[src/rtl/gcd_requester.sv]
// -----------------------------------------------------------------------------
// gcd_requester
// Front-end sequencer that takes a user GCD request and drives an external
// subtract-based GCD core through its idle/start/run/ack handshake.
//
// Optional feature macro: GCD_REQ_TIMEOUT_EN
//   When defined, RUN counts CEN pulses and aborts the request after
//   TIMEOUT_STEPS pulses without Core_Done. The abort pulses Core_Reset,
//   returns Result=0 and raises Err.
//
// Parameters
//   STEP_DIV       core step period in clock cycles (1..255)
//   TIMEOUT_STEPS  CEN pulses allowed in RUN before abort (macro builds only)
//
// Ports
//   i_clk           clock, all state on rising edge
//   i_rst_n         asynchronous active-low reset
//   i_req           user request, sampled in IDLE only
//   i_x_in/i_y_in   operands, captured when the request is accepted
//   o_busy          high in every state except IDLE
//   o_result        last GCD, held until the next completion
//   o_result_valid  one-cycle pulse per completed request
//   o_err           sticky error, cleared by the next accepted request
//   o_start/o_ack/o_cen/o_core_reset   core control (core reset active-high)
//   o_ain/o_bin     core operands
//   i_core_i/i_core_done/i_core_gcd    core status and result
// -----------------------------------------------------------------------------
module gcd_requester #(
    parameter int unsigned STEP_DIV      = 1,
    parameter int unsigned TIMEOUT_STEPS = 1023,
    localparam int unsigned DATA_W       = 8
) (
    input  logic              i_clk,
    input  logic              i_rst_n,
    input  logic              i_req,
    input  logic [DATA_W-1:0] i_x_in,
    input  logic [DATA_W-1:0] i_y_in,
    output logic              o_busy,
    output logic [DATA_W-1:0] o_result,
    output logic              o_result_valid,
    output logic              o_err,
    output logic              o_start,
    output logic              o_ack,
    output logic              o_cen,
    output logic              o_core_reset,
    output logic [DATA_W-1:0] o_ain,
    output logic [DATA_W-1:0] o_bin,
    input  logic              i_core_i,
    input  logic              i_core_done,
    input  logic [DATA_W-1:0] i_core_gcd
);

    localparam int unsigned DIV_W = 8;
    localparam logic [DIV_W-1:0] DIV_LAST = DIV_W'(STEP_DIV - 1);

    // Elaboration-time parameter sanity checks
    if (STEP_DIV == 0 || STEP_DIV > 255) begin : g_bad_step_div
        $error("gcd_requester: STEP_DIV must be in 1..255");
    end
    if (TIMEOUT_STEPS == 0) begin : g_bad_timeout
        $error("gcd_requester: TIMEOUT_STEPS must be at least 1");
    end

    typedef enum logic [4:0] {
        S_IDLE  = 5'b00001,
        S_ARM   = 5'b00010,
        S_START = 5'b00100,
        S_RUN   = 5'b01000,
        S_ACK   = 5'b10000
    } state_t;

    state_t            r_state;
    logic [DATA_W-1:0] r_ain;
    logic [DATA_W-1:0] r_bin;
    logic [DATA_W-1:0] r_result;
    logic              r_result_valid;
    logic              r_err;
    logic              r_start;
    logic              r_ack;
    logic              r_cen;
    logic              r_core_reset;
    logic [DIV_W-1:0]  r_div;

    logic [DIV_W-1:0]  w_div_next;
    logic              w_timeout;

    // Step divider: CEN is high in the cycle where the divider sits at its last count
    assign w_div_next = (r_div == DIV_LAST) ? '0 : r_div + DIV_W'(1);

`ifdef GCD_REQ_TIMEOUT_EN
    localparam int unsigned STEPS_W = $clog2(TIMEOUT_STEPS + 1);
    localparam logic [STEPS_W-1:0] STEPS_LAST = STEPS_W'(TIMEOUT_STEPS - 1);

    logic [STEPS_W-1:0] r_steps;

    // Counts CEN pulses issued in RUN; held at zero outside RUN
    always_ff @(posedge i_clk or negedge i_rst_n) begin
        if (!i_rst_n) begin
            r_steps <= '0;
        end else if (r_state != S_RUN) begin
            r_steps <= '0;
        end else if (r_cen) begin
            r_steps <= r_steps + STEPS_W'(1);
        end
    end

    // Abort on the edge that closes the last permitted CEN pulse
    assign w_timeout = r_cen && (r_steps == STEPS_LAST);
`else
    assign w_timeout = 1'b0;
`endif

    // Request sequencer and all registered outputs
    always_ff @(posedge i_clk or negedge i_rst_n) begin
        if (!i_rst_n) begin
            r_state        <= S_IDLE;
            r_ain          <= '0;
            r_bin          <= '0;
            r_result       <= '0;
            r_result_valid <= 1'b0;
            r_err          <= 1'b0;
            r_start        <= 1'b0;
            r_ack          <= 1'b0;
            r_cen          <= 1'b0;
            r_core_reset   <= 1'b1;
            r_div          <= '0;
        end else begin
            r_result_valid <= 1'b0;
            r_core_reset   <= 1'b0;
            case (r_state)
                S_IDLE: begin
                    if (i_req) begin
                        if (i_x_in != '0 && i_y_in != '0) begin
                            r_ain   <= i_x_in;
                            r_bin   <= i_y_in;
                            r_err   <= 1'b0;
                            r_state <= S_ARM;
                        end else begin
                            // gcd(a,0)=a: answer locally without touching the core
                            r_result       <= i_x_in | i_y_in;
                            r_result_valid <= 1'b1;
                            r_err          <= (i_x_in == '0) && (i_y_in == '0);
                        end
                    end
                end
                S_ARM: begin
                    if (i_core_i) begin
                        r_start <= 1'b1;
                        r_state <= S_START;
                    end
                end
                S_START: begin
                    if (!i_core_i) begin
                        r_start <= 1'b0;
                        r_div   <= '0;
                        r_cen   <= (DIV_LAST == '0);
                        r_state <= S_RUN;
                    end
                end
                S_RUN: begin
                    if (i_core_done) begin
                        r_result <= i_core_gcd;
                        r_cen    <= 1'b0;
                        r_ack    <= 1'b1;
                        r_state  <= S_ACK;
                    end else if (w_timeout) begin
                        r_result       <= '0;
                        r_err          <= 1'b1;
                        r_result_valid <= 1'b1;
                        r_core_reset   <= 1'b1;
                        r_cen          <= 1'b0;
                        r_state        <= S_IDLE;
                    end else begin
                        r_div <= w_div_next;
                        r_cen <= (w_div_next == DIV_LAST);
                    end
                end
                S_ACK: begin
                    if (i_core_i) begin
                        r_ack          <= 1'b0;
                        r_result_valid <= 1'b1;
                        r_state        <= S_IDLE;
                    end
                end
                default: begin
                    // Corrupted one-hot encoding: drop core controls and recover
                    r_start <= 1'b0;
                    r_ack   <= 1'b0;
                    r_cen   <= 1'b0;
                    r_state <= S_IDLE;
                end
            endcase
        end
    end

    assign o_busy         = (r_state != S_IDLE);
    assign o_result       = r_result;
    assign o_result_valid = r_result_valid;
    assign o_err          = r_err;
    assign o_start        = r_start;
    assign o_ack          = r_ack;
    assign o_cen          = r_cen;
    assign o_core_reset   = r_core_reset;
    assign o_ain          = r_ain;
    assign o_bin          = r_bin;

endmodule

[config.mk]
export PLATFORM = sky130hd
export DESIGN_NAME = gcd_requester
export DESIGN_NICKNAME = d
export VERILOG_FILES = /design/src/rtl/gcd_requester.sv
export SDC_FILE = /design/constraint.sdc
export NUM_CORES = 1
export LEC_CHECK = 0
export BUFFER_PORTS_ARGS = -buffer_cell sky130_fd_sc_hd__buf_2
export CAP_MARGIN = 20
export CORE_AREA = 2 2 49 97
export CTS_BUF_LIST = sky130_fd_sc_hd__clkbuf_8
export CTS_CLUSTER_DIAMETER = 50
export DETAILED_ROUTE_END_ITERATION = 10
export DIE_AREA = 0 0 51 99
export HOLD_SLACK_MARGIN = 0.03
export PLACE_DENSITY = 0.82
export SLEW_MARGIN = 20
export SYNTH_ARGS = -nofsm -noshare
export SYNTH_HDL_FRONTEND = slang
export SYNTH_SLANG_ARGS = --single-unit
[constraint.sdc]
create_clock -name i_clk -period 2.4 [get_ports i_clk]
set_input_delay 0.12 -clock i_clk [delete_from_list [all_inputs] [get_ports i_clk]]
set_output_delay 0.12 -clock i_clk [all_outputs]
set_load 0.1 [all_outputs]
==> metrics <==
# nets final=304; required time worst endpoint=2.57 ns; routed via count=1918; critical path class=register to register; WHS=0.0549 ns; synthesized area=2250 um^2; Die X=51 um; Fmax=0.468 GHz; final worst path period share=0.889; Synth Area in Compound Gates=0.202; Final Hold Violating Endpoints=0; FF-to-FF Start=r_state[0]$_DFFE_PN1P_; share of the yosys chip area belonging to registers=0.480; Async SR Flop Fraction=1.00; core area=4300 um^2; Die Y=99 um; Post-Place Cell Area=2600 um^2; IO buf count=59; final instance area=2720 um^2; largest net degree at the start of global routing=44; status=finished, final reports clean; Synth Instances=211; Final GP Congestion=0.888; ant diodes=0; Max Cap Violations=0; clock transition at the registers of the reported paths=0.09 ns; worst skew pair latency=0.30 ns; RSZ-0062 raised after global routing=no; post-CTS resize count=0; drt initial violations=32; Slew HR=0.377; cts hold-fix bufs=1; clock tree root driver cell=clkbuf_8; Initial Utilization=0.523; HPWL after DPL=4070 um; Simple-Gate Fraction of Synth Area=0.164; Crit Path Max Fanout=17; DRC Markers=0; full die area=5050 um^2; antenna-violating nets left=0; hold path start=i_x_in[6]; clock sinks=43; Synth Area per Inst=10.6 um^2; initial antenna violation count=0; Seq cells post-synth=43; Setup Skew=0.00988 ns; EDFF count, synth=0; multiplexer share of the synthesized area=0.0802; largest family of logic cells by synthesized area=compound AO/OA/AOI/OAI gates; H-tree depth=2; Worst Path Arrival=2.31 ns; CP Capture Type=register; DRT Wirelength=5310 um; final setup vio count=0; Crit. Startpoint=r_state[0]$_DFFE_PN1P_; layout cells sized above 1=0.299; TritonRoute pass-1 iters=4; yosys warns=0; count of pins over their slew limit=0; first-pass GRT wire length=8570 um; vias in the first global route=1908; Hold WC Path Type=primary input to register; cts bufs inserted=5; grt ovf=0; post-layout minimum cycle time=2.13 ns; clk buf depth=2; post-synthesis adder-cell area fraction=0.0111; P&R area growth vs syn=21.1%; CP startpoint kind=register; post-synth net total=242; Total GRT Usage=0.224; sum of negative setup slack=0 ns; Synth Flop Type=dfrtp_1; CTS tree=done; I/O pin total=60; Worst-Margin Slew=0.934 ns; distinct cell type count after synthesis=56; average wire per standard cell=16.2 um; cell row count=34; post-CTS setup buffers=0; post-synthesis xor/xnor area fraction=0.0195; detailed-route vias per instance=5.85
==> flip-flops by register name, summed over array words and instances, names as in the netlist <==
| register | cells |
|---|---|
| o_ain | 8 |
| o_err | 1 |
| o_ack | 1 |
| o_cen | 1 |
| r_div | 8 |
| o_core_reset | 1 |
| o_bin | 8 |
| r_state | 5 |
| o_result | 8 |
| o_start | 1 |
| o_result_valid | 1 |
==> worst paths after layout <==
kind,to,slack (ns),cells past startpoint
max,o_ain[2]$_DFFE_PN0P_,0.27,4
min,o_ain[6]$_DFFE_PN0P_,0.05,2
max reg2reg,o_ain[2]$_DFFE_PN0P_,0.27,4
min reg2reg,o_err$_DFFE_PN0P_,0.49,2
max in group asynchronous,o_cen$_DFFE_PN0P_,1.32,2
min in group asynchronous,o_bin[7]$_DFFE_PN0P_,0.50,2
==> metrics by stage <==
stage	worst slack, ns	util	cells
finish	0.265	0.633	328
CTS	0.259	0.633	328
detailed placement	0.282	0.604	319
floorplan	0.377	-	211
global placement	0.361	0.604	319
global route	0.121	0.633	328
==> critical path, stage by stage, from the launching register on <==
cell and delay, ns:
dfstp_2 0.66, nor4b_4 0.28, and2b_2 0.23, nand3_2 0.37
mux2_1 0.47
==> metal layers <==
metal	global-route usage	up-vias	wire, um	share of wire
met3	0.0348	13	244	0.046
met4	0.133	0	140	0.026
met2	0.407	70	3030	0.57
met5	0	-	0	0
met1	0.231	920	1890	0.36
li1	-	915	-	-
==> cell usage in the layout (no fill, tap or decap), drive strengths merged, types with 5 or more instances in the layout <==
master,count
o21ai,14
nand2,13
o22ai,5
nor4,6
inv,9
o32ai,8
mux2,16
nor2,11
nand3,7
buf,65
a2bb2oi,8
dfrtp,41
clkbuf,5
==> area by class of cell <==
class | instances | area (um^2)
inverters | 9 | 33.8
fillers | 354 | 1580
clock inverters | 3 | 43.8
well taps | 54 | 67.6
clock buffers | 5 | 68.8
multi-input cells | 148 | 1080
flip-flops and latches | 43 | 1080
repair buffers | 66 | 350
==> cells in the mapped netlist (3+ instances only) <==
library cell,n,share of area
dfrtp_1,41,0.46
mux2_1,16,0.080
nand2_1,13,0.022
nor2_1,11,0.018
o21ai_1,9,0.020
a2bb2oi_1,8,0.031
o32ai_1,8,0.031
inv_1,7,0.012
nand3_1,6,0.013
clkbuf_1,5,0.0084
nor4_1,5,0.014
o21ai_0,5,0.011
o22ai_1,5,0.014
a21oi_1,4,0.0089
buf_2,4,0.0089
o31ai_1,4,0.013
a31oi_1,3,0.0084
and4_1,3,0.012
nor2b_1,3,0.0084
nor3b_1,3,0.010
xnor2_1,3,0.012
==> kinds of logic after synthesis <==
family,count (synthesis)
AO/OA/AOI/OAI,62
AND/OR/NAND/NOR,62
flip-flops,43
buffers and inverters,20
multiplexers,16
XOR/XNOR,5
adder cells (fa/ha/maj),2
other,1
Power is left out: the tool's default activity adds up to more than one toggle a clock period on the data nets, which glitch-free logic cannot reach.
